===== config.mk =====
export PLATFORM = sky130hd
export DESIGN_NAME = output_display_driver_flat
export DESIGN_NICKNAME = d
export VERILOG_FILES = /design/src/rtl/output_display_driver_if.sv /design/src/rtl/output_display_driver.sv /design/src/flat_wrapper.sv
export SDC_FILE = /design/constraint.sdc
export NUM_CORES = 1
export LEC_CHECK = 0
export ABC_CLOCK_PERIOD_IN_PS = 4600
export CAP_MARGIN = 20
export CORE_MARGIN = 3
export CORE_UTILIZATION = 25
export CTS_CLUSTER_SIZE = 8
export DETAILED_ROUTE_END_ITERATION = 10
export DONT_BUFFER_PORTS = 1
export SLEW_MARGIN = 10
export SYNTH_ARGS = -nofsm -noshare
export SYNTH_HDL_FRONTEND = slang
export SYNTH_SLANG_ARGS = --single-unit

===== constraint.sdc =====
create_clock -name clk -period 4.6 [get_ports clk]
set_input_delay 0.46 -clock clk [delete_from_list [all_inputs] [get_ports clk]]
set_output_delay 0.46 -clock clk [all_outputs]
set_load 0.02 [all_outputs]

===== src/rtl/output_display_driver_if.sv =====
// output_display_driver_if: value/mode into the display driver, BCD result and 7-segment scan out.
interface output_display_driver_if;
  logic [7:0]  value;
  logic        signed_mode;
  logic [11:0] bcd;
  logic        neg;
  logic        busy;
  logic [6:0]  seg;
  logic [3:0]  an;
  modport master(output value, signed_mode, input bcd, neg, busy, seg, an);
  modport slave(input value, signed_mode, output bcd, neg, busy, seg, an);
endinterface


===== src/rtl/output_display_driver.sv =====
// output_display_driver: double-dabble binary to BCD with optional sign, multiplexed onto a
// 4-digit common-anode 7-segment display.
module output_display_driver #(
  parameter int SCAN_DIV = 50000
) (
  input logic                      clk,
  input logic                      clear,
  output_display_driver_if.slave   bus
);
  localparam int PW = $clog2(SCAN_DIV);
  typedef enum logic [1:0] {IDLE, SHIFT, COMMIT} state_t;
  state_t      state;
  logic [8:0]  key;
  logic [19:0] sh;
  logic [19:0] adj;
  logic [2:0]  cnt;
  logic [11:0] bcd_r;
  logic        neg_r;
  logic        busy_r;
  logic [7:0]  mag;
  logic [PW-1:0] presc;
  logic [1:0]  idx;
  logic [3:0]  nib;
  logic        blank;
  function automatic logic [3:0] add3(input logic [3:0] n);
    return (n >= 4'd5) ? 4'(n + 4'd3) : n;
  endfunction
  function automatic logic [6:0] dec(input logic [3:0] n);
    case (n)
      4'd0: dec = 7'b1000000;
      4'd1: dec = 7'b1111001;
      4'd2: dec = 7'b0100100;
      4'd3: dec = 7'b0110000;
      4'd4: dec = 7'b0011001;
      4'd5: dec = 7'b0010010;
      4'd6: dec = 7'b0000010;
      4'd7: dec = 7'b1111000;
      4'd8: dec = 7'b0000000;
      4'd9: dec = 7'b0010000;
      default: dec = 7'b1111111;
    endcase
  endfunction
  assign mag = (bus.signed_mode & bus.value[7]) ? 8'(~bus.value + 8'd1) : bus.value;
  assign adj = {add3(sh[19:16]), add3(sh[15:12]), add3(sh[11:8]), sh[7:0]};
  always_ff @(posedge clk or posedge clear) begin
    if (clear) begin
      state  <= IDLE;
      key    <= 9'h000;
      sh     <= 20'h0;
      cnt    <= 3'd0;
      bcd_r  <= 12'h000;
      neg_r  <= 1'b0;
      busy_r <= 1'b0;
    end else begin
      case (state)
        IDLE: if ({bus.signed_mode, bus.value} != key) begin
          key    <= {bus.signed_mode, bus.value};
          sh     <= {12'h000, mag};
          cnt    <= 3'd0;
          busy_r <= 1'b1;
          state  <= SHIFT;
        end
        SHIFT: begin
          sh    <= {adj[18:0], 1'b0};
          cnt   <= cnt + 3'd1;
          state <= (cnt == 3'd7) ? COMMIT : SHIFT;
        end
        default: begin
          bcd_r  <= sh[19:8];
          neg_r  <= key[8] & key[7];
          busy_r <= 1'b0;
          state  <= IDLE;
        end
      endcase
    end
  end
  always_ff @(posedge clk or posedge clear) begin
    if (clear) begin
      presc <= '0;
      idx   <= 2'd0;
    end else if (presc == PW'(SCAN_DIV - 1)) begin
      presc <= '0;
      idx   <= idx + 2'd1;
    end else begin
      presc <= presc + 1'b1;
    end
  end
  // Leading-zero blanking: tens only blanks when hundreds is also zero.
  always_comb begin
    nib   = (idx == 2'd0) ? bcd_r[3:0] : (idx == 2'd1) ? bcd_r[7:4] : bcd_r[11:8];
    blank = (idx == 2'd2 && bcd_r[11:8] == 4'd0) ||
            (idx == 2'd1 && bcd_r[11:4] == 8'd0);
    bus.seg = (idx == 2'd3) ? (neg_r ? 7'b0111111 : 7'b1111111) :
              blank ? 7'b1111111 : dec(nib);
  end
  assign bus.an   = ~(4'b0001 << idx);
  assign bus.bcd  = bcd_r;
  assign bus.neg  = neg_r;
  assign bus.busy = busy_r;
endmodule


===== src/flat_wrapper.sv =====
// flat-port wrapper written by rule: the top's interface ports become plain ports
module output_display_driver_flat 
#(
  parameter int SCAN_DIV = 50000
)
  (clk, clear, bus_value, bus_signed_mode, bus_bcd, bus_neg, bus_busy, bus_seg, bus_an);
  output_display_driver_if bus_i ();
  input logic clk;
  input logic clear;
  input wire logic [$bits(bus_i.value)-1:0] bus_value;
  input wire logic [$bits(bus_i.signed_mode)-1:0] bus_signed_mode;
  output wire logic [$bits(bus_i.bcd)-1:0] bus_bcd;
  output wire logic [$bits(bus_i.neg)-1:0] bus_neg;
  output wire logic [$bits(bus_i.busy)-1:0] bus_busy;
  output wire logic [$bits(bus_i.seg)-1:0] bus_seg;
  output wire logic [$bits(bus_i.an)-1:0] bus_an;
  assign bus_i.value = bus_value;
  assign bus_i.signed_mode = bus_signed_mode;
  assign bus_bcd = bus_i.bcd;
  assign bus_neg = bus_i.neg;
  assign bus_busy = bus_i.busy;
  assign bus_seg = bus_i.seg;
  assign bus_an = bus_i.an;
  output_display_driver #(.SCAN_DIV(SCAN_DIV)) u_core (.clk(clk), .clear(clear), .bus(bus_i));
endmodule

==> metrics.json <==
{
  "run_status": "completed",
  "slew_headroom": 0.3040,
  "reg2reg_setup_slack_ns": 2.53,
  "nets": 368,
  "power.density_nw_per_um2": 675.9,
  "mappedNetlistArea_um2": 3531,
  "finalSetupViolCount": 0,
  "layout_worst_path_cycle_share": 0.6669,
  "synth.most_common_cell": "dfrtp_1",
  "globalRouteOverflowTotal": 0,
  "start_kind": "flip-flop",
  "synth_area_leaders": "dfrtp_1, mux2_2, ha_1",
  "floorplan.rows": 42,
  "layout-drive-gt1-share": 0.1441,
  "fp.coreArea_um2": 13510,
  "floorplan.initialDensity": 0.2614,
  "cts_made_buffers": 9,
  "final_design_area_no_fill_um2": 3998,
  "via_per_inst": 4.820,
  "critPathMaxFanout": 6,
  "avgRoutedWirePerCell_um": 14.32,
  "crit_type": "flip-flop to primary output",
  "drtAntennaViolNets": 0,
  "cts.htree.levels": 3,
  "timing.critical_path.to_type": "primary output",
  "cts-hold-fix-buffers": 0,
  "grt_pass1_wl_mm": 13.08,
  "cp_data_required_time_ns": 4.14,
  "io-pin-count": 36,
  "tritoncts_clock_tree": "yes",
  "max-vdd-ir-drop_uv": 267.6,
  "max_cap_violations": 0,
  "synthDominantCellAreaShare": 0.4678,
  "post_cts.resized_instances": 0,
  "place_congestion": 0.8543,
  "p_leak_nw": 1.761,
  "ys.flop_type": "dfrtp_1",
  "min_clock_period_post_route_ns": 3.068,
  "die_width_um": 124.8,
  "cts_setup_buffers": 0,
  "edff_count_synth": 0,
  "timing.hold.worst.class": "primary input to async pin",
  "number_of_antenna_repair_diodes": 0,
  "syn_inst": 340,
  "grt_max_degree": 67,
  "num_vias": 2521,
  "totalWireLength_mm": 7.487,
  "post_synth_most_frequent_cells": "dfrtp_1, nand2_1, inv_1",
  "place.detailed.hpwl_mm": 5.333,
  "fmax_mhz": 326.0,
  "syn_to_final_growth_pct": 13.22,
  "dp_worst_setup_slack_ns": 1.920,
  "die_height_um": 124.8,
  "detailedRoute.firstIterationViolations": 139,
  "antenna_violations_before_repair": 0,
  "avgSynthCellArea_um2": 10.38,
  "synth_cell_types": 51,
  "finalHoldViolations": 0,
  "cts_sinks": 66,
  "cts.root.buffer_cell": "clkbuf_16",
  "rsz0062_at_grt": "no",
  "slew_violations": 0,
  "synth_top_cell_by_area": "dfrtp_1",
  "fraction_of_the_yosys_area_taken_by_sequential_cells": 0.4678,
  "placement.io_buffers": 0,
  "synth.ff_latch_count": 66,
  "drt-pass1-iter-count": 5,
  "finalHoldWorstSlack_ns": 0.2364,
  "fin_worst_skew_ns": 0.008229,
  "synth_async_sr_flop_share": 1.000,
  "setup_tns_ns": 0,
  "post-place-cells": 507,
  "placed_area_um2": 3692,
  "path_clk_slew_ns": 0.05,
  "clk-insertion-delay-late_ns": 0.33,
  "number_of_remaining_drc_errors": 0,
  "gr-usage-all-layers": 0.1017,
  "synth_net_count": 366,
  "design.die.area_um2": 15590,
  "yosysWarningCount": 0,
  "wp_data_arrival_ns": 2.61,
  "timing_worst_slew_pin_value_ns": 1.040,
  "finish.cell_count_without_fillers": 523,
  "r2r_cell_count": 3,
  "clock_tree.buffer_depth": 2,
  "via_count_of_the_first_global_routing_pass": 2531,
  "worst_slack_ns": 1.532
}
==> routing by layer <==
metal	GRT usage	vias up	routed length, um
li1	-	1184	-
met1	0.1393	1261	3590
met2	0.1479	67	3228
met3	0.04674	9	606
met4	0.02105	0	63
met5	0	-	0
==> worst paths after layout <==
check / from / endpoint
worst max-delay path: u_core.idx[1] / bus_seg[6]
worst min-delay path: clear / u_core.key[8]
worst max register to register: u_core.state[1] / u_core.sh[14]
worst min register to register: u_core.presc[0] / u_core.presc[0]
max in group asynchronous: clear / u_core.bus.bcd[2]
min in group clk: bus_value[0] / u_core.sh[0]
==> power by group <==
part	switching (mW)	leakage, nW	total, mW	internal, mW
Clock	0.249	0.151	0.695	0.446
Sequential	0.281	0.830	1.06	0.783
Combinational	0.528	0.780	0.943	0.414
==> critical path, cell delays in order, from the launching register on <==
cell and delay, ns:
dfrtp_1 0.40, inv_1 0.10, ha_1 0.31, mux2i_1 0.13, o21ai_1 0.39, ha_1 0.24, nor3_1 0.08, a21o_1 0.20
a22oi_1 0.43
==> flip-flops by register name, indices dropped and copies added, names as in the netlist, 2 cells and up <==
signal and flops:
u_core.state 2, u_core.sh 20, u_core.idx 2, u_core.cnt 3
u_core.presc 16, u_core.key 9, u_core.bus.bcd 12
==> cell usage in the layout (no fill, tap or decap), types with 4 or more instances in the layout <==
| master | netlist | routed |
|---|---|---|
| dfrtp_1 | 66 | 66 |
| nand2_1 | 34 | 34 |
| inv_1 | 29 | 28 |
| nor2_1 | 25 | 25 |
| mux2_2 | 22 | 22 |
| a21oi_1 | 18 | 18 |
| xor2_1 | 17 | 17 |
| o21ai_0 | 16 | 16 |
| xnor2_1 | 15 | 15 |
| ha_1 | 15 | 15 |
| clkbuf_16 | 0 | 9 |
| nand3_1 | 7 | 7 |
| nor3_1 | 5 | 5 |
| a222oi_1 | 5 | 5 |
| nor3b_1 | 4 | 4 |
| mux2i_1 | 4 | 4 |
==> final cells by class <==
cell class	instances	area, um2
clock buffers	11	252.7
clock inverters	5	52.55
fillers	1379	9508
inverters	29	108.9
multi-input cells	235	1704
flip-flops and latches	66	1652
well taps	176	220.2
repair buffers	1	7.507
==> kinds of logic after synthesis <==
group	after synthesis	share of synthesized area
AOI/OAI and AO/OA	62	0.1198
adders and majority gates	15	0.05315
muxes	28	0.09213
DFF	66	0.4678
buffers and inverters	39	0.04961
xor gates and xnor gates	32	0.07938
and+or+nand+nor	98	0.1382
==> through the flow <==
stage	utilization	power, mW
after floorplan	-	1.808
after detailed placement	0.2734	2.022
after global placement	0.2734	1.961
final	0.2960	2.702
after CTS	0.2960	2.731
after global routing	0.2960	2.906
No activity file was read; power rests on OpenSTA's default activity.
